File: src/rtl/mem_arbiter_if.sv
// Bus bundle for mem_arbiter: two requester ports (p, d), the memory drive and busy.
// master = requesters plus memory model side, slave = the arbiter.
interface mem_arbiter_if;
  logic        p_req;
  logic        p_we;
  logic [5:0]  p_addr;
  logic [15:0] p_wdata;
  logic        p_gnt;
  logic        p_ack;
  logic [15:0] p_rdata;

  logic        d_req;
  logic        d_we;
  logic [5:0]  d_addr;
  logic [15:0] d_wdata;
  logic        d_gnt;
  logic        d_ack;
  logic [15:0] d_rdata;

  logic [5:0]  mem_addr;
  logic [15:0] mem_wdata;
  logic        mem_write;
  logic        mem_read;
  logic [15:0] mem_rdata;

  logic        busy;

  modport master (
    output p_req, p_we, p_addr, p_wdata,
    input  p_gnt, p_ack, p_rdata,
    output d_req, d_we, d_addr, d_wdata,
    input  d_gnt, d_ack, d_rdata,
    input  mem_addr, mem_wdata, mem_write, mem_read,
    output mem_rdata,
    input  busy
  );

  modport slave (
    input  p_req, p_we, p_addr, p_wdata,
    output p_gnt, p_ack, p_rdata,
    input  d_req, d_we, d_addr, d_wdata,
    output d_gnt, d_ack, d_rdata,
    output mem_addr, mem_wdata, mem_write, mem_read,
    input  mem_rdata,
    output busy
  );
endinterface

File: src/rtl/mem_arbiter.sv
// Two-port arbiter in front of a single-port synchronous-read memory; one access per 3 cycles.
// Optional `MEM_ARB_RR_EN selects round-robin arbitration; default is fixed priority to port p.
module mem_arbiter (
  input logic          clk,
  input logic          proc_rst,
  mem_arbiter_if.slave bus
);

  typedef enum logic [1:0] {
    StIdle   = 2'b00,
    StAccess = 2'b01,
    StResp   = 2'b10
  } state_e;

  state_e      state_q, state_d;
  logic        win_q, win_d;      // 0: p port, 1: d port
  logic        we_q, we_d;
  logic [5:0]  addr_q, addr_d;
  logic [15:0] wdata_q, wdata_d;
  logic        ack_q, ack_d;
  logic [15:0] p_rdata_q, p_rdata_d;
  logic [15:0] d_rdata_q, d_rdata_d;
  logic        any_req;
  logic        sel;

  assign any_req = bus.p_req | bus.d_req;

`ifdef MEM_ARB_RR_EN
  logic rr_q, rr_d;               // 1: d port favoured on contention

  always_comb begin
    sel = 1'b0;
    if (bus.p_req && bus.d_req) begin
      sel = rr_q;
    end else begin
      sel = bus.d_req;
    end
    rr_d = rr_q;
    if (state_q == StIdle && any_req) begin
      rr_d = ~sel;
    end
  end

  always_ff @(posedge clk or negedge proc_rst) begin
    if (!proc_rst) begin
      rr_q <= 1'b0;
    end else begin
      rr_q <= rr_d;
    end
  end
`else
  assign sel = ~bus.p_req;
`endif

  always_comb begin
    state_d   = state_q;
    win_d     = win_q;
    we_d      = we_q;
    addr_d    = addr_q;
    wdata_d   = wdata_q;
    ack_d     = 1'b0;
    p_rdata_d = p_rdata_q;
    d_rdata_d = d_rdata_q;
    case (state_q)
      StIdle: begin
        if (any_req) begin
          state_d = StAccess;
          win_d   = sel;
          we_d    = sel ? bus.d_we    : bus.p_we;
          addr_d  = sel ? bus.d_addr  : bus.p_addr;
          wdata_d = sel ? bus.d_wdata : bus.p_wdata;
        end
      end
      StAccess: state_d = StResp;
      StResp: begin
        state_d = StIdle;
        ack_d   = 1'b1;
        // Memory read data arrives during this cycle.
        if (!we_q) begin
          if (win_q) begin
            d_rdata_d = bus.mem_rdata;
          end else begin
            p_rdata_d = bus.mem_rdata;
          end
        end
      end
      default: state_d = StIdle;
    endcase
  end

  always_ff @(posedge clk or negedge proc_rst) begin
    if (!proc_rst) begin
      state_q   <= StIdle;
      win_q     <= 1'b0;
      we_q      <= 1'b0;
      addr_q    <= 6'h00;
      wdata_q   <= 16'h0000;
      ack_q     <= 1'b0;
      p_rdata_q <= 16'h0000;
      d_rdata_q <= 16'h0000;
    end else begin
      state_q   <= state_d;
      win_q     <= win_d;
      we_q      <= we_d;
      addr_q    <= addr_d;
      wdata_q   <= wdata_d;
      ack_q     <= ack_d;
      p_rdata_q <= p_rdata_d;
      d_rdata_q <= d_rdata_d;
    end
  end

  // Latched address/data double as the memory drive, so they hold outside ACCESS.
  assign bus.mem_addr  = addr_q;
  assign bus.mem_wdata = wdata_q;
  assign bus.mem_write = (state_q == StAccess) &  we_q;
  assign bus.mem_read  = (state_q == StAccess) & ~we_q;
  assign bus.p_gnt     = (state_q == StAccess) & ~win_q;
  assign bus.d_gnt     = (state_q == StAccess) &  win_q;
  assign bus.p_ack     = ack_q & ~win_q;
  assign bus.d_ack     = ack_q &  win_q;
  assign bus.p_rdata   = p_rdata_q;
  assign bus.d_rdata   = d_rdata_q;
  assign bus.busy      = (state_q != StIdle);

endmodule

File: src/flat_wrapper.sv
// flat-port wrapper written by rule: the top's interface ports become plain ports
module mem_arbiter_flat 
  (clk, proc_rst, bus_p_req, bus_p_we, bus_p_addr, bus_p_wdata, bus_p_gnt, bus_p_ack, bus_p_rdata, bus_d_req, bus_d_we, bus_d_addr, bus_d_wdata, bus_d_gnt, bus_d_ack, bus_d_rdata, bus_mem_addr, bus_mem_wdata, bus_mem_write, bus_mem_read, bus_mem_rdata, bus_busy);
  mem_arbiter_if bus_i ();
  input logic clk;
  input logic proc_rst;
  input wire logic [$bits(bus_i.p_req)-1:0] bus_p_req;
  input wire logic [$bits(bus_i.p_we)-1:0] bus_p_we;
  input wire logic [$bits(bus_i.p_addr)-1:0] bus_p_addr;
  input wire logic [$bits(bus_i.p_wdata)-1:0] bus_p_wdata;
  output wire logic [$bits(bus_i.p_gnt)-1:0] bus_p_gnt;
  output wire logic [$bits(bus_i.p_ack)-1:0] bus_p_ack;
  output wire logic [$bits(bus_i.p_rdata)-1:0] bus_p_rdata;
  input wire logic [$bits(bus_i.d_req)-1:0] bus_d_req;
  input wire logic [$bits(bus_i.d_we)-1:0] bus_d_we;
  input wire logic [$bits(bus_i.d_addr)-1:0] bus_d_addr;
  input wire logic [$bits(bus_i.d_wdata)-1:0] bus_d_wdata;
  output wire logic [$bits(bus_i.d_gnt)-1:0] bus_d_gnt;
  output wire logic [$bits(bus_i.d_ack)-1:0] bus_d_ack;
  output wire logic [$bits(bus_i.d_rdata)-1:0] bus_d_rdata;
  output wire logic [$bits(bus_i.mem_addr)-1:0] bus_mem_addr;
  output wire logic [$bits(bus_i.mem_wdata)-1:0] bus_mem_wdata;
  output wire logic [$bits(bus_i.mem_write)-1:0] bus_mem_write;
  output wire logic [$bits(bus_i.mem_read)-1:0] bus_mem_read;
  input wire logic [$bits(bus_i.mem_rdata)-1:0] bus_mem_rdata;
  output wire logic [$bits(bus_i.busy)-1:0] bus_busy;
  assign bus_i.p_req = bus_p_req;
  assign bus_i.p_we = bus_p_we;
  assign bus_i.p_addr = bus_p_addr;
  assign bus_i.p_wdata = bus_p_wdata;
  assign bus_p_gnt = bus_i.p_gnt;
  assign bus_p_ack = bus_i.p_ack;
  assign bus_p_rdata = bus_i.p_rdata;
  assign bus_i.d_req = bus_d_req;
  assign bus_i.d_we = bus_d_we;
  assign bus_i.d_addr = bus_d_addr;
  assign bus_i.d_wdata = bus_d_wdata;
  assign bus_d_gnt = bus_i.d_gnt;
  assign bus_d_ack = bus_i.d_ack;
  assign bus_d_rdata = bus_i.d_rdata;
  assign bus_mem_addr = bus_i.mem_addr;
  assign bus_mem_wdata = bus_i.mem_wdata;
  assign bus_mem_write = bus_i.mem_write;
  assign bus_mem_read = bus_i.mem_read;
  assign bus_i.mem_rdata = bus_mem_rdata;
  assign bus_busy = bus_i.busy;
  mem_arbiter u_core (.clk(clk), .proc_rst(proc_rst), .bus(bus_i));
endmodule
File: config.mk
export PLATFORM = sky130hd
export DESIGN_NAME = mem_arbiter_flat
export DESIGN_NICKNAME = d
export VERILOG_FILES = /design/src/rtl/mem_arbiter_if.sv /design/src/rtl/mem_arbiter.sv /design/src/flat_wrapper.sv
export SDC_FILE = /design/constraint.sdc
export NUM_CORES = 1
export LEC_CHECK = 0
export ABC_CLOCK_PERIOD_IN_PS = 2400
export CAP_MARGIN = 15
export CORE_AREA = 2 2 80 82
export DETAILED_ROUTE_END_ITERATION = 10
export DIE_AREA = 0 0 82 84
export PLACE_DENSITY = 0.84
export SYNTH_ARGS = -nofsm -noshare
export SYNTH_HDL_FRONTEND = slang
export SYNTH_SLANG_ARGS = --single-unit
File: constraint.sdc
create_clock -name clk -period 2.4 [get_ports clk]
set_input_delay 0.24 -clock clk [delete_from_list [all_inputs] [get_ports clk]]
set_output_delay 0.24 -clock clk [all_outputs]
set_load 0.03 [all_outputs]
==> impl_summary.txt, run 1 <==
----------------------------------------------------
[Route]
  Overall routed net length ... 5591 um
  Count of antenna-violating nets left after detailed routing ... 0
  DR WL/cell ... 14.75 um
  DR vias ... 1821
  DRC Markers ... 0
  Violation count after the first detailed-routing iteration ... 53
  First drt pass iteration count ... 4
  Via/cell ratio ... 4.805

[Pwr]
  Total design power ... 5825 uW
  Pleak ... 0.001701 uW
  Pwr dens ... 1424 nW/um^2
  Maximum vdd drop ... 967.6 uV

[Clock network]
  Post-CTS Resized ... 0
  Clock transition at the registers of the reported paths ... 0.06 ns
  Number of buffers created by CTS ... 9
  Buffer levels on the longest clock path ... 2
  Setup fix buffers added after clock tree synthesis ... 0
  Cell at the root of the clock tree ... clkbuf_8
  Clock latency reported for the late side of the worst-skew pair ... 0.32 ns
  H-tree level count ... 3
  Number of sinks on the clock net ... 59
  Clock tree from TritonCTS ... done

[Timing]
  Relative slew slack ... 70.97%
  Clock skew ... 0.004927 ns
  Max Transition Viols Final ... 0
  Sum of negative setup slack ... 0 ns
  Worst Hold Margin ... 0.3852 ns
  Unrepaired setup endpoints after global routing ... no
  Period utilization ... 84.92%
  Actual slew at the worst max-slew pin ... 0.4355 ns
  Peak clock frequency supported by timing ... 490.7 MHz
  Final critical path time including I/O delays and setup ... 2.038 ns
  Final hold vios ... 0
  Setup-failing EPs final ... 0

[Placed design]
  Number of input and output port buffers inserted ... 126
  Routability cong. ... 0.6894
  Detailed-placement wirelength estimate ... 4160 um
  Instance area at placement ... 3869 um^2

[Synth]
  Per-instance average area after synthesis ... 15.64 um^2
  Cell type with the largest total area after synthesis ... dfrtp_1
  Top cells by area, synth ... dfrtp_1 (58%), mux2_2 (35%), buf_6 (1.8%)
  Count of yosys warnings during synthesis ... 0
  Synthesized cell area ... 2534 um^2
  #FFs+latches synth ... 59
  Seq/Total Area, Yosys ... 58.27%
  Share of Yosys cell area claimed by the top area cell type ... 58.27%
  Number of distinct library cells after synthesis ... 14
  Net count after synthesis ... 228
  Number of standard cells after synthesis ... 162

[GRT]
  Wire length of the first global-routing pass ... 9039 um
  Global-route usage over all layers ... 17.30%
  Fraction of met1 tracks used by global routing ... 20.65%
  Via count of the first global-routing pass ... 1973
  Met2 track utilization from global routing ... 27.94%
  Met3 usage ... 5.844%
  Overflow after GRT ... 0
  Maximum number of pins on one net before global-route repair ... 25
  Gr busiest metal ... met2
  Number of antenna violations at the first check in global routing ... 0

[Setup path]
  Kind of end point of the critical path ... output pin
  Delay of the slowest critical-path stage ... 0.68 ns
  CP max FO ... 3
  Critical path's slowest cell ... clkdlybuf4s50_1
  Cell-by-cell trace of the critical path ... nand2b_1 -> inv_1 -> and2_1 -> clkdlybuf4s50_1
  Category of the most critical setup path ... register to output pin
  Worst Setup Start Kind ... register
  Arrival time worst endpoint ... 1.80 ns
  Data required time at the worst endpoint ... 2.16 ns

[Floorplanning]
  Die area ... 6888 um^2
  Initial Utilization ... 41.56%
  Ports ... 127
  Placeable core area ... 6096 um^2
  Die H ... 84 um
  Placement Rows ... 29
  Die boundary width ... 82 um

[Cells and area]
  Area overhead of the layout relative to synthesis ... 61.48%
  Antenna diode count ... 0
  Fraction of layout cells with a size suffix above 1 ... 33.77%
  Number of nets in the layout ... 364
  Total non-filler cell area in the finished layout ... 4091 um^2

[Outcome]
  Result of the run ... finished clean

[Hold path]
  Min-delay worst type ... primary input to asynchronous set/reset pin

[Run]
  Number of max-cap violations ... 0

----------------------------------------------------
synthesized netlist by cell type (all sizes together):
library cell and count:
a21oi 2, buf 9, and2 3, dfrtp 59, and3b 1, nand2b 1, mux2 78, nor3b 1
inv 2, nor2 3, o21a 1, nor2b 2
state kept, by name (all words and copies together) (netlist names):
| signal | count |
|---|---|
| u_core.state_q | 2 |
| u_core.bus.d_rdata | 16 |
| u_core.bus.p_rdata | 16 |
| u_core.ack_q | 1 |
| u_core.we_q | 1 |
| u_core.bus.mem_wdata | 16 |
| u_core.win_q | 1 |
| u_core.bus.mem_addr | 6 |
timing repair:
item,CTS,global route
setup endpoints to repair,0,0
hold endpoints to repair,18,0
hold buffers,1,0
logic make-up (layout without fill, tap and decap cells):
family,Yosys count,in the layout,share of synthesized area [%]
AOI/OAI and AO/OA,3,3,0.6915
muxes,78,78,34.67
DFF,59,59,58.27
buffers and inverters,11,151,3.062
and+or+nand+nor,11,11,3.309
per-stage QoR:
stage	utilization [%]	setup WS [ns]	instances
after global placement	63.46	0.5251	363
after detailed placement	63.46	0.4872	363
after floorplan	-	0.9299	162
final	67.12	0.3619	379
after global routing	67.12	0.2897	379
after CTS	67.12	0.3375	379
report_power, final:
part / total, uW / switching, uW / internal (uW)
Clock: 936 / 348 / 588
Combinational: 3100 / 1600 / 1500
Sequential: 1790 / 286 / 1500
Total: 5830 / 2230 / 3590
per-layer routing:
layer	wire length, um	share of wire, %
met1	2267	41
met2	2645	47
met3	573	10
met4	104	1.9
met5	0	0
layout make-up:
class                           instances  area (um^2)
Clock buffer                           14        182.7
Tap cell                               77        96.34
Inverter                                2        7.507
Sequential cell                        59         1476
Fill cell                             476         2004
Multi-Input combinational cell         92        979.7
Timing Repair Buffer                  134         1319
Clock inverter                          1        30.03
final timing paths:
kind                                               startpoint                                  end  slack (ns)  depth (start not counted)
worst max-delay path            u_core.state_q[1]$_DFFE_PN0P_                            bus_d_gnt        0.36                          4
worst min-delay path                                 proc_rst    u_core.bus.p_rdata[3]$_DFFE_PN0P_        0.39                          2
worst max register to register  u_core.state_q[0]$_DFFE_PN0P_  u_core.bus.mem_wdata[0]$_DFFE_PN0P_        0.81                          4
worst min register to register  u_core.state_q[0]$_DFFE_PN0P_               u_core.ack_q$_DFF_PN0_        0.50                          1
max in group asynchronous                            proc_rst   u_core.bus.d_rdata[13]$_DFFE_PN0P_        1.38                          3
min in group clk                u_core.state_q[0]$_DFFE_PN0P_               u_core.ack_q$_DFF_PN0_        0.50                          1
cells in the final DEF (no fill, tap or decap), types with 2 or more instances in the layout:
cell / n
mux2_2: 78
and2_1: 3
clkdlybuf4s50_1: 125
dfrtp_1: 59
buf_4: 7
a21oi_1: 2
nor2_1: 3
inv_1: 2
clkbuf_8: 13
worst max-delay path: cells and delay by family (launching register included):
family,cells,cell delay [ns]
buf+inv,2,0.77
simple gates,2,0.31
flops,1,0.39
No activity file was read; power rests on OpenSTA's default activity.
==> inputs of run 2 (changes only) <==
Settings changed: ABC_CLOCK_PERIOD_IN_PS 2400 to 2000, CORE_AREA 2 2 80 82 to 2 2 83 85, DIE_AREA 0 0 82 84 to 0 0 85 87, PLACE_DENSITY 0.84 to 0.79.
Clock period 2.4 ns to 2 ns, I/O delays scaled along.
==> run 2 against run 1 <==
Sequential share of layout area increased by 0.35 points. Largest power group unchanged. Clock skew up 0.0022 ns. Power is 16% higher. Via count is the same. Combinational power grew 20%. Highest routed layer unchanged. Critical endpoint is now bus_p_gnt. First-iteration DRC count shrank 53%.
==> impl_summary.txt, run 2 (synthesized netlist as in run 1, its figures left out) <==
----------------------------------------------------
[Clock network]
  Clock latency reported for the late side of the worst-skew pair ... 0.32 ns (about the same)
  Cell at the root of the clock tree ... clkbuf_8
  Clock tree from TritonCTS ... done
  Number of buffers created by CTS ... 9 (unchanged)
  Setup fix buffers added after clock tree synthesis ... 0 (unchanged)
  Clock transition at the registers of the reported paths ... 0.07 ns (about the same)
  H-tree level count ... 3 (unchanged)
  Buffer levels on the longest clock path ... 2 (unchanged)
  Number of sinks on the clock net ... 59 (unchanged)

[Setup path]
  R2R Path Start ... u_core.state_q[0]$_DFFE_PN0P_
  Sum of buffers and inverters on the critical path ... 1 (-1)
  Arrival time worst endpoint ... 1.68 ns (-0.12 ns)
  Delay of the slowest critical-path stage ... 0.69 ns (about the same)
  Category of the most critical setup path ... register to output pin
  Cell-by-cell trace of the critical path ... nand2b_1 -> nor2_1 -> clkdlybuf4s50_1
  Top delay family on crit path ... buffers and inverters
  Critical path's slowest cell ... clkdlybuf4s50_1
  Endpoint of the most critical register-to-register path ... u_core.bus.mem_wdata[10]$_DFFE_PN0P_
  Worst Setup Start Kind ... register
  Count of cells along the worst register-to-register path ... 4 (unchanged)
  CP max FO ... 3 (unchanged)
  Data required time at the worst endpoint ... 1.80 ns (-0.36 ns)
  Flop2flop setup slack ... 0.44 ns (-0.37 ns)
  Kind of end point of the critical path ... output pin

[GRT]
  Global-route usage over all layers ... 16.43% (-0.87 points)
  Met3 usage ... 4.834% (-1.0 points)
  Maximum number of pins on one net before global-route repair ... 38 (+52%)
  Met2 track utilization from global routing ... 26.92% (-1.0 points)
  Fraction of met1 tracks used by global routing ... 19.93% (-0.72 points)
  Overflow after GRT ... 0 (unchanged)
  Via count of the first global-routing pass ... 1965 (-0.41%)
  Gr busiest metal ... met2
  Number of antenna violations at the first check in global routing ... 0 (unchanged)
  Wire length of the first global-routing pass ... 9390 um (+3.9%)

[Floorplanning]
  Initial Utilization ... 38.57% (-3.0 points)
  Die H ... 87 um (+3.6%)
  Die boundary width ... 85 um (+3.7%)
  Ports ... 127 (unchanged)
  Placeable core area ... 6569 um^2 (+7.8%)
  Placement Rows ... 30 (+3.4%)
  Die area ... 7395 um^2 (+7.4%)

[Route]
  Via/cell ratio ... 4.767 (-0.79%)
  DR WL/cell ... 14.95 um (+1.3%)
  Violation count after the first detailed-routing iteration ... 25 (-53%)
  DR vias ... 1821 (unchanged)
  Overall routed net length ... 5709 um (+2.1%)
  DRC Markers ... 0 (unchanged)
  First drt pass iteration count ... 4 (unchanged)
  Count of antenna-violating nets left after detailed routing ... 0 (unchanged)

[Placed design]
  Detailed-placement wirelength estimate ... 4178 um (+0.43%)
  Number of input and output port buffers inserted ... 126 (unchanged)
  Pre-CTS setup slack ... 0.3128 ns (-0.1744 ns)
  Routability cong. ... 0.6674 (-3.2%)
  Instance area at placement ... 3885 um^2 (+0.42%)

[Cells and area]
  Fraction of layout cells with a size suffix above 1 ... 33.44% (-0.33 points)
  Area overhead of the layout relative to synthesis ... 59.95%
  Number of nets in the layout ... 364 (unchanged)
  Highest-count cells in the layout ignoring fill and taps ... clkdlybuf4s50_1 (123), mux2_2 (78), dfrtp_1 (59)
  Total non-filler cell area in the finished layout ... 4053 um^2 (-0.95%)
  Antenna diode count ... 0 (unchanged)
  Most common cell after layout, fill and taps aside ... clkdlybuf4s50_1

[Pwr]
  Pwr dens ... 1666 nW/um^2 (+17%)
  Maximum vdd drop ... 921.0 uV (-4.8%)
  Pleak ... 0.001691 uW (-0.59%)

[Timing]
  Sum of negative setup slack ... 0 ns (unchanged)
  Final critical-path setup slack ... 0.1170 ns (-0.2449 ns)
  Period utilization ... 94.15%
  Max Transition Viols Final ... 0 (unchanged)
  Unrepaired setup endpoints after global routing ... no
  Final hold vios ... 0 (unchanged)
  Worst Hold Margin ... 0.3882 ns (+0.002960 ns)
  Peak clock frequency supported by timing ... 531.1 MHz
  Actual slew at the worst max-slew pin ... 0.5453 ns (+0.1099 ns)
  Setup-failing EPs final ... 0 (unchanged)
  Clock skew ... 0.007104 ns (+0.002177 ns)
  Final critical path time including I/O delays and setup ... 1.883 ns
  Relative slew slack ... 63.64% (-7.3 points)

[Run]
  Number of max-cap violations ... 0 (unchanged)

[Outcome]
  Result of the run ... finished clean

[Hold path]
  Min-delay worst type ... primary input to asynchronous set/reset pin

----------------------------------------------------
## run 2: changes by cell type in the layout (fill, tap and decap cells not counted), sizes merged
| cell | change |
|---|---|
| bufinv | -1 |
| clkbuf | -2 |
| clkdlybuf4s50 | -2 |
| clkinv | +3 |
| dlygate4sd2 | +2 |
## run 2: worst register-to-register path, stage by stage (launching register included)
cell     delay (ns)
dfrtp_1        0.42
nor2_1         0.26
o21a_1         0.19
buf_4          0.21
mux2_2         0.36
## run 2: area by class of cell
type	instances	area, um^2
well taps	80	100.1
repair buffers	134	1329
clock buffers	12	145.1
inverters	2	7.507
flip-flops and latches	59	1476
fillers	518	2516
clock inverters	3	15.01
multi-input cells	92	979.7
## run 2: where the power goes
part	leakage (uW)	internal, uW	switching (uW)
logic	0.000899	1810	1910
clock network	0.0000860	471	424
registers	0.000706	1800	336
## run 2: layer usage
metal  vias up  share of wire (%)
li1        844                  -
met5         -                  0
met1       897                 43
met3         7                7.3
met4         0                1.4
met2        73                 49
## run 2: how the worst max path moves through the flow
stage                     cells after the start                              endpoint                           from  slack [ns]
final                                         3                             bus_p_gnt  u_core.state_q[1]$_DFFE_PN0P_        0.12
after CTS                                     3                             bus_p_gnt  u_core.state_q[1]$_DFFE_PN0P_        0.10
after global placement                        4  u_core.bus.mem_wdata[14]$_DFFE_PN0P_                      bus_p_req        0.35
after detailed placement                      4  u_core.bus.mem_wdata[10]$_DFFE_PN0P_                      bus_p_req        0.31
after floorplan                               4     u_core.bus.p_rdata[0]$_DFFE_PN0P_  u_core.state_q[0]$_DFFE_PN0P_        0.53
after global routing                          3                             bus_p_gnt  u_core.state_q[1]$_DFFE_PN0P_        0.01
## run 2: timing repair
item                       in CTS  in global routing
resized for setup               2                  0
hold buffers                    1                  0
hold endpoints to repair       22                  0
setup endpoints to repair       2                  0
## run 2: per-stage QoR
stage	total power (uW)	utilization, %	cells
3_3_place_gp	5868	59.14	366
2_1_floorplan	4355	-	162
6_report	6753	61.70	382
3_5_place_dp	5925	59.14	366
5_1_grt	7128	61.70	382
4_1_cts	6838	61.70	382
==> inputs of run 3 (changes only) <==
Settings changed: ABC_AREA set to 1, CORE_AREA 2 2 83 85 to 2 2 64 112, DIE_AREA 0 0 85 87 to 0 0 66 114.
==> run 3 against run 2 <==
Setup slack got worse by 0.061 ns. Flip-flop and latch count unchanged. Area after synthesis increased by 4.2%. Non-clock buffer count unchanged. Critical path depth decreased by 1. Utilization increased by 2.6 points. Die area increased by 1.7%. Sequential share of layout area decreased by 2.2 points. Combinational power increased by 3%. Design area increased by 6.4%. Critical endpoint is now bus_p_ack. Largest cell class unchanged. Largest power group unchanged. Highest routed layer unchanged.
==> impl_summary.txt, run 3 <==
----------------------------------------------------
[Setup path]
  CP max FO ... 10 (+7)
  Critical path's slowest cell ... clkdlybuf4s50_1
  Endpoint of the most critical register-to-register path ... u_core.bus.p_rdata[11]$_DFFE_PN0P_
  Arrival time worst endpoint ... 1.74 ns (+0.06 ns)
  Top delay family on crit path ... buffers and inverters
  Category of the most critical setup path ... register to output pin
  Worst Setup Start Kind ... register
  Cell-by-cell trace of the critical path ... nor2_1 -> clkdlybuf4s50_1
  Data required time at the worst endpoint ... 1.80 ns (about the same)
  Kind of end point of the critical path ... output pin
  Launching instance or port of the critical path ... u_core.win_q$_DFFE_PN0P_
  Total stage count of the critical path ... 2 (-1)
  R2R Path Start ... u_core.win_q$_DFFE_PN0P_
  Flop2flop setup slack ... 0.47 ns (+0.03 ns)
  Count of cells along the worst register-to-register path ... 5 (+1)
  Termination of the worst setup path ... bus_p_ack
  Sum of buffers and inverters on the critical path ... 1 (unchanged)
  Delay of the slowest critical-path stage ... 0.71 ns (+0.02 ns)

[Synth]
  Top FF cell, synth ... dfrtp_1
  Synthesized cell area ... 2640 um^2 (+4.2%)
  Share of cell area taken by muxes after synthesis ... 0% (-35 points)
  Cell type with the largest total area after synthesis ... dfrtp_1
  Number of distinct library cells after synthesis ... 17 (+3)
  Post-Synth XOR/XNOR Area ... 0% (unchanged)
  Count of yosys warnings during synthesis ... 0 (unchanged)
  Number of standard cells after synthesis ... 337 (+110%)
  #FFs+latches synth ... 59 (unchanged)
  Per-instance average area after synthesis ... 7.834 um^2 (-50%)
  Most common library cells after synthesis ... nand2_1 (204), dfrtp_1 (59), nand3_1 (16), nand4_1 (16), buf_2 (12)
  Net count after synthesis ... 403 (+77%)
  Dominant combinational cell family by area after synthesis ... simple AND/OR/NAND/NOR gates
  Top cells by area, synth ... dfrtp_1 (56%), nand2_1 (29%), nand4_1 (3.8%)
  Simple-gate area share of the yosys netlist ... 38.86% (+36 points)
  EDFF count, synth ... 0 (unchanged)
  Share of async-settable or async-resettable flops after synthesis ... 100.0% (unchanged)
  Share of Yosys cell area claimed by the top area cell type ... 55.92% (-2.3 points)
  Most common cell in the netlist ... nand2_1
  Seq/Total Area, Yosys ... 55.92% (-2.3 points)
  Arithmetic-cell share of the synthesized area counting full adders, half adders and majority gates ... 0% (unchanged)
  Synth Area in Compound Gates ... 0.5213% (-0.17 points)

[Timing]
  Actual slew at the worst max-slew pin ... 0.7233 ns (+0.1779 ns)
  Final hold vios ... 0 (unchanged)
  Unrepaired setup endpoints after global routing ... no
  Peak clock frequency supported by timing ... 514.4 MHz (-3.1%)
  Period utilization ... 97.21% (+3.1 points)
  Clock skew ... 0.007830 ns (+0.0007258 ns)
  Final critical path time including I/O delays and setup ... 1.944 ns (+0.06114 ns)
  Worst Hold Margin ... 0.3909 ns (+0.002742 ns)
  Final critical-path setup slack ... 0.05588 ns (-0.06114 ns)
  Sum of negative setup slack ... 0 ns (unchanged)
  Relative slew slack ... 51.73% (-12 points)
  Setup-failing EPs final ... 0 (unchanged)
  Max Transition Viols Final ... 0 (unchanged)

[Pwr]
  Total design power ... 7550 uW (+12%)
  Pwr dens ... 1751 nW/um^2 (+5.1%)
  Relative contribution of the clock network to total power ... 20.9% (+7.7 points)
  Maximum vdd drop ... 830.4 uV (-9.8%)
  Switching Power ... 3246 uW (+21%)
  Gate power share ... 50.7% (-4.4 points)
  Sw frac ... 42.99% (+3.4 points)
  Sequential share of power ... 28.5% (-3.1 points)
  Power Internal ... 4304 uW (+5.5%)
  Pleak ... 0.002224 uW (+32%)

[Floorplanning]
  Ports ... 127 (unchanged)
  Die H ... 114 um (+31%)
  Placement Rows ... 40 (+33%)
  Die boundary width ... 66 um (-22%)
  Initial Utilization ... 39.37% (+0.79 points)
  Die area ... 7524 um^2 (+1.7%)
  Placeable core area ... 6706 um^2 (+2.1%)

[Cells and area]
  Fraction of layout cells with a size suffix above 1 ... 7.249% (-26 points)
  Most common cell after layout, fill and taps aside ... nand2_1
  Antenna diode count ... 0 (unchanged)
  Final standard cell count with taps included and fillers excluded ... 553 (+45%)
  # fillers ... 573 (+11%)
  Area overhead of the layout relative to synthesis ... 63.27%
  Highest-count cells in the layout ignoring fill and taps ... nand2_1 (204), clkdlybuf4s50_1 (121), dfrtp_1 (59)
  Number of nets in the layout ... 530 (+46%)

[Clock network]
  Clock transition at the registers of the reported paths ... 0.05 ns (-0.02 ns)
  Cell at the root of the clock tree ... clkbuf_16
  H-tree level count ... 3 (unchanged)
  Number of sinks on the clock net ... 59 (unchanged)
  Clock tree from TritonCTS ... done
  Number of buffers created by CTS ... 9 (unchanged)
  Clock latency reported for the late side of the worst-skew pair ... 0.33 ns (about the same)
  Buffer levels on the longest clock path ... 2 (unchanged)

[Outcome]
  Result of the run ... finished clean

[Placed design]
  Routability cong. ... 0.8033 (+20%)
  Number of input and output port buffers inserted ... 126 (unchanged)
  Pre-CTS setup slack ... 0.3214 ns (+0.008553 ns)
  Detailed-placement wirelength estimate ... 5711 um (+37%)
  Placed Cells ... 536 (+46%)

[GRT]
  Met2 track utilization from global routing ... 38.45% (+12 points)
  Wire length of the first global-routing pass ... 12390 um (+32%)
  Global-route usage over all layers ... 21.94% (+5.5 points)
  Gr busiest metal ... met2
  Met3 usage ... 5.621% (+0.79 points)
  Overflow after GRT ... 0 (unchanged)
  Via count of the first global-routing pass ... 2637 (+34%)
  Fraction of met1 tracks used by global routing ... 23.40% (+3.5 points)
  Number of antenna violations at the first check in global routing ... 0 (unchanged)
  Maximum number of pins on one net before global-route repair ... 38 (unchanged)

[Route]
  DRC Markers ... 0 (unchanged)
  Count of antenna-violating nets left after detailed routing ... 0 (unchanged)
  Via/cell ratio ... 4.819 (+1.1%)
  DR vias ... 2665 (+46%)
  Violation count after the first detailed-routing iteration ... 214 (+760%)
  Overall routed net length ... 7703 um (+35%)
  DR WL/cell ... 13.93 um (-6.8%)
  First drt pass iteration count ... 4 (unchanged)

[Run]
  Number of max-cap violations ... 0 (unchanged)

[Hold path]
  Min-delay worst type ... primary input to asynchronous set/reset pin

----------------------------------------------------
-- run 3: cell count changes after synthesis, moves of 3 or more --
cell and delta:
nand4_1 +16, mux2_2 -78, nand3_1 +16, inv_2 +3, and2_1 -3, buf_2 +7
buf_6 -4, nor2_1 +4, inv_1 +4, nand2_1 +204, clkbuf_1 +3
-- run 3: worst register-to-register path, delay by kind of cell, from the launching register on --
kind	cells	cell delay, ns
simple gates	4	0.74
flops	1	0.47
buf+inv	1	0.20
-- run 3: power by group through the flow --
stage / sequential (uW) / combinational, uW / clock [uW]
after floorplan: 3150 / 1160 / 0
after global placement: 2140 / 3790 / 0
after detailed placement: 2160 / 3850 / 0
after CTS: 2150 / 3870 / 1600
after global routing: 2210 / 4100 / 1660
final: 2150 / 3820 / 1570
-- run 3: logic make-up (layout without fill, tap and decap cells) --
kind of cell           count (synthesis)  in the layout
and+or+nand+nor                      249            249
AOI/OAI and AO/OA                      2              2
buffers and inverters                 27            159
DFF                                   59             59
-- run 3: through the flow --
step	util, %	cell area, um^2
floorplan	-	2640
global placement	59.29	3976
detailed placement	59.29	3976
CTS	64.12	4300
global route	64.27	4310
finish	64.27	4310
-- run 3: area by class of cell --
type | instances | area (um^2) | share of cell area (%)
clock buffers | 12 | 266.5 | 6.183
clock inverters | 4 | 47.55 | 1.103
inverters | 9 | 33.78 | 0.7837
multi-input cells | 251 | 1040 | 24.12
flip-flops and latches | 59 | 1476 | 34.25
well taps | 84 | 105.1 | 2.438
repair buffers | 134 | 1341 | 31.12
-- run 3: per-layer routing --
metal	share of wire [%]	vias to the layer above
li1	-	1304
met1	36	1236
met2	56	104
met3	5.2	21
met4	3.2	0
met5	0	-
-- run 3: repair_timing --
item | CTS | global route
hold endpoints to repair | 22 | 0
setup buffers | 0 | 0
setup endpoints to repair | 0 | 4
hold buffers | 1 | 0
resized for setup | 0 | 4
-- run 3: worst min-delay path by stage --
| stage | end | slack (ns) |
|---|---|---|
| final | u_core.bus.p_rdata[12]$_DFFE_PN0P_ | 0.39 |
| after global placement | u_core.bus.p_rdata[13]$_DFFE_PN0P_ | 0.20 |
| after CTS | u_core.bus.p_rdata[12]$_DFFE_PN0P_ | 0.41 |
| after floorplan | u_core.ack_q$_DFF_PN0_ | -0.1 |
| after detailed placement | u_core.bus.p_rdata[13]$_DFFE_PN0P_ | 0.20 |
| after global routing | u_core.bus.p_rdata[12]$_DFFE_PN0P_ | 0.42 |
==> variant 1, RTL diff (flow settings as in run 3) <==
Re-encode `state_e` (3 states) as one-hot, 3 bits wide.
--- a/src/rtl/mem_arbiter.sv
+++ b/src/rtl/mem_arbiter.sv
@@ -8,6 +8,6 @@
 
-  typedef enum logic [1:0] {
-    StIdle   = 2'b00,
-    StAccess = 2'b01,
-    StResp   = 2'b10
+  typedef enum logic [2:0] {
+    StIdle   = 3'b001,
+    StAccess = 3'b010,
+    StResp   = 3'b100
   } state_e;
Formal check against the unedited RTL: no difference found for any inputs over 10 cycles, from zero or initial values and one cycle with proc_rst low; not proved beyond that.
==> variant 1 against run 3 <==
Largest power group unchanged; setup slack improved by 0.10 ns; via count is 1.5% higher; area after synthesis is 3.3% higher; power fell by 5.1%; fmax up 5.4%; synthesized cell count grew 2.4%; routed wire length is essentially flat; critical endpoint unchanged; combinational power fell by 7.1%; final area increased by 0.49%; sequential cell count grew 1.
==> variant 1: results (changes against run 3) <==
[status]
status=completed

[place]
dp_worst_setup_slack_ns=0.0916  ; -0.230 ns

[detailed_routing]
wl_met2_mm=4.30  ; -0.35%
drt_iter0_drc=220  ; +2.8%
wirelength_mm=7.70  ; about the same
wl_met1_mm=2.81  ; +2.6%

[worst_setup_path]
r2r-start=u_core.state_q[2]$_DFFE_PN0P_
r2r_setup_slack_ns=0.20  ; -0.27 ns
crit_path_max_fanout=13  ; +3
cp_slowest_stage_delay_ns=0.67  ; -0.04 ns
rr_endpoint=u_core.bus.p_rdata[0]$_DFFE_PN0P_

[grt]
first_global_vias=2756  ; +4.5%
grt_use_met2_pct=39.5  ; +1.1 points
grt_max_degree=35  ; -7.9%
grt_use_met1_pct=23.1  ; -0.34 points

[power]
clockPowerShare_pct=20.1  ; -0.8 points
ir_worst_vdd_mv=0.775  ; -6.7%
leakage_nw=2.14  ; -3.9%
p_switching_mw=3.05  ; -6.2%

[timing]
worst_pin_slew_ns=0.691  ; -0.0319 ns
worst_clock_skew_ns=0.00608  ; -0.00175 ns
holdWs_ns=0.291  ; -0.100 ns

[logic_synthesis]
syn-num-nets=411  ; +2.0%
synth-compound-area-share_pct=0  ; -0.52 points
synthTopCellsByCount=184 x nand2_1, 59 x dfrtp_1, 40 x nand3_1, 16 x nand4_1, 14 x buf_2
ys_types=18  ; +1
synth_area_leaders=dfrtp_1 54%, nand2_1 25%, nand3_1 7.3%

[final_layout]
drive_gt1_share_pct=7.14  ; -0.11 points
final_nets=539  ; +1.7%

[variant 1: logic make-up (layout without fill, tap and decap cells)]
group         Yosys count  count (layout)
flops                  60              60
simple gates          254             254
buf+inv                31             162
[variant 1: worst max-delay path, delay by kind of cell, from the launching register on]
family	cells	cell delay, ns
DFF	1	0.50
buffers and inverters	1	0.67
and+or+nand+nor	1	0.14
[variant 1: what timing repair did]
| item | CTS | global route |
|---|---|---|
| endpoints found under the hold margin | 11 | 0 |
| pin swaps | 0 | 0 |
| hold buffers | 1 | 0 |
| setup endpoints to repair | 4 | 5 |
| resized for setup | 4 | 4 |
[variant 1: worst max path at each step]
stage	end	slack, ns	from
after floorplan	u_core.bus.mem_addr[0]$_DFFE_PN0P_	0.60	u_core.state_q[0]$_DFFE_PN1P_
after global placement	bus_mem_write	0.16	u_core.state_q[1]$_DFFE_PN0P_
after detailed placement	bus_mem_write	0.09	u_core.state_q[1]$_DFFE_PN0P_
after CTS	bus_mem_write	0.02	u_core.state_q[1]$_DFFE_PN0P_
after global routing	u_core.bus.p_rdata[0]$_DFFE_PN0P_	0.01	u_core.state_q[2]$_DFFE_PN0P_
final	bus_p_ack	0.16	u_core.win_q$_DFFE_PN0P_
[variant 1: through the flow]
stage | area (um^2) | instances | utilization (%) | power, mW
2_1_floorplan | 2730 | 345 | - | 4.19
3_3_place_gp | 4050 | 545 | 60.4 | 5.68
3_5_place_dp | 4050 | 545 | 60.4 | 5.76
4_1_cts | 4330 | 560 | 64.6 | 7.22
5_1_grt | 4330 | 560 | 64.6 | 7.58
6_report | 4330 | 560 | 64.6 | 7.16
[variant 1: layout make-up]
type	instances	area, um^2
fillers	577	2370
clock inverters	3	40.0
inverters	12	45.0
multi-input cells	254	1080
flip-flops and latches	60	1500
well taps	84	105
repair buffers	136	1330
clock buffers	11	233
==> variant 2, RTL diff (flow settings as in run 3) <==
Without the edit above. Add a define of `MEM_ARB_RR_EN`.
--- a/src/rtl/mem_arbiter.sv
+++ b/src/rtl/mem_arbiter.sv
@@ -2,2 +2,4 @@
 // Optional `MEM_ARB_RR_EN selects round-robin arbitration; default is fixed priority to port p.
+`define MEM_ARB_RR_EN
+
 module mem_arbiter (
Formal check against the unedited RTL: not equivalent (a bounded check fails within 10 cycles, from zero or initial values and one cycle with proc_rst low).
==> variant 2 against run 3 <==
Area after synthesis grew 5.1%; power grew 2.4%; final area grew 2.6%; sequential share of layout area shrank 0.29 points; routed wire length shrank 15%; combinational power shrank 1%; first-iteration DRC count shrank 53%; sequential cell count grew 1; setup slack gained 0.16 ns; via count shrank 5.0%; largest cell class unchanged; largest power group unchanged.
==> variant 2: results (changes against run 3) <==
[status]
status=completed

[detailed_routing]
viasPerCell=4.51  ; -6.3%
wl_met2_mm=3.40  ; -21%
met3_length_um=523  ; +31%
post_drt_wl_per_cell_um=11.7  ; -16%
drt_iter0_drc=101  ; -53%
wl_met1_mm=2.51  ; -8.3%

[grt]
first_global_vias=2549  ; -3.3%
grt_use_met3_pct=6.90  ; +1.3 points
grt_util_all_layers_pct=19.5  ; -2.5 points
grt_use_met1_pct=21.1  ; -2.3 points
grt_max_degree=33  ; -13%
grt_pass1_wl_mm=11.3  ; -9.2%

[logic_synthesis]
yosysSeqAreaShare_pct=54.1  ; -1.8 points
syn-num-nets=412  ; +2.2%
synth_area_leaders=dfrtp_1 54%, nand2_1 14%, inv_1 9.3%
ys_types=17  ; unchanged
synthTopCellsByCount=104 x nand2_1, 69 x inv_1, 60 x dfrtp_1, 46 x nand3_1, 20 x o21ai_1

[power]
powerClk_mw=1.78  ; +13%
p_switching_mw=3.12  ; -3.9%
ir_worst_vdd_mv=0.855  ; +2.9%

[final_layout]
drive_gt1_share_pct=6.50  ; -0.75 points
fill_cells=551  ; -3.8%
final_nets=538  ; +1.5%
fin_cells=561  ; +1.4%

[timing]
holdWs_ns=0.314  ; -0.0770 ns
worst_clock_skew_ns=0.00439  ; -0.00344 ns
slew_viol_final=0  ; unchanged
setup_slack_ns=0.216  ; +0.160 ns

[place]
dpl.hpwl_mm=5.05  ; -12%
placed_cell_area_um2=4060  ; +2.2%

[worst_setup_path]
r2r_setup_slack_ns=0.49  ; +0.02 ns
crit_path_end=bus_busy
arrival_ns=1.58  ; -0.16 ns
reg2regPathDepth=4  ; -1
crit_path_max_fanout=2  ; -8
rr_endpoint=u_core.bus.p_rdata[6]$_DFFE_PN0P_

[variant 2: cell types whose count changed in the layout (fill, tap and decap cells not counted), moves of 4 or more]
cell and change:
o21ai_1 +20, nand4_1 -16, nand2_1 -100, dlymetal6s2s_1 -4, nand3_1 +30, o21ai_0 +14
dlygate4sd2_1 +4, inv_1 +63
[variant 2: cell families after synthesis]
logic type,share of synthesized area (%)
AND/OR/NAND/NOR,26.1
buffers and inverters,13.6
flip-flops,54.1
AO/OA/AOI/OAI,6.13
[variant 2: cell type report]
cell class	count	area share (%)
clock buffers	12	5.80
well taps	84	2.38
inverters	71	6.09
flip-flops and latches	60	34.0
repair buffers	132	29.4
clock inverters	4	2.15
multi-input cells	198	20.2
[variant 2: timing repair]
| action | CTS | global route |
|---|---|---|
| setup endpoints to repair | 4 | 0 |
| gates resized for setup | 4 | 0 |
| hold buffers | 1 | 0 |
| hold endpoints to repair | 14 | 0 |
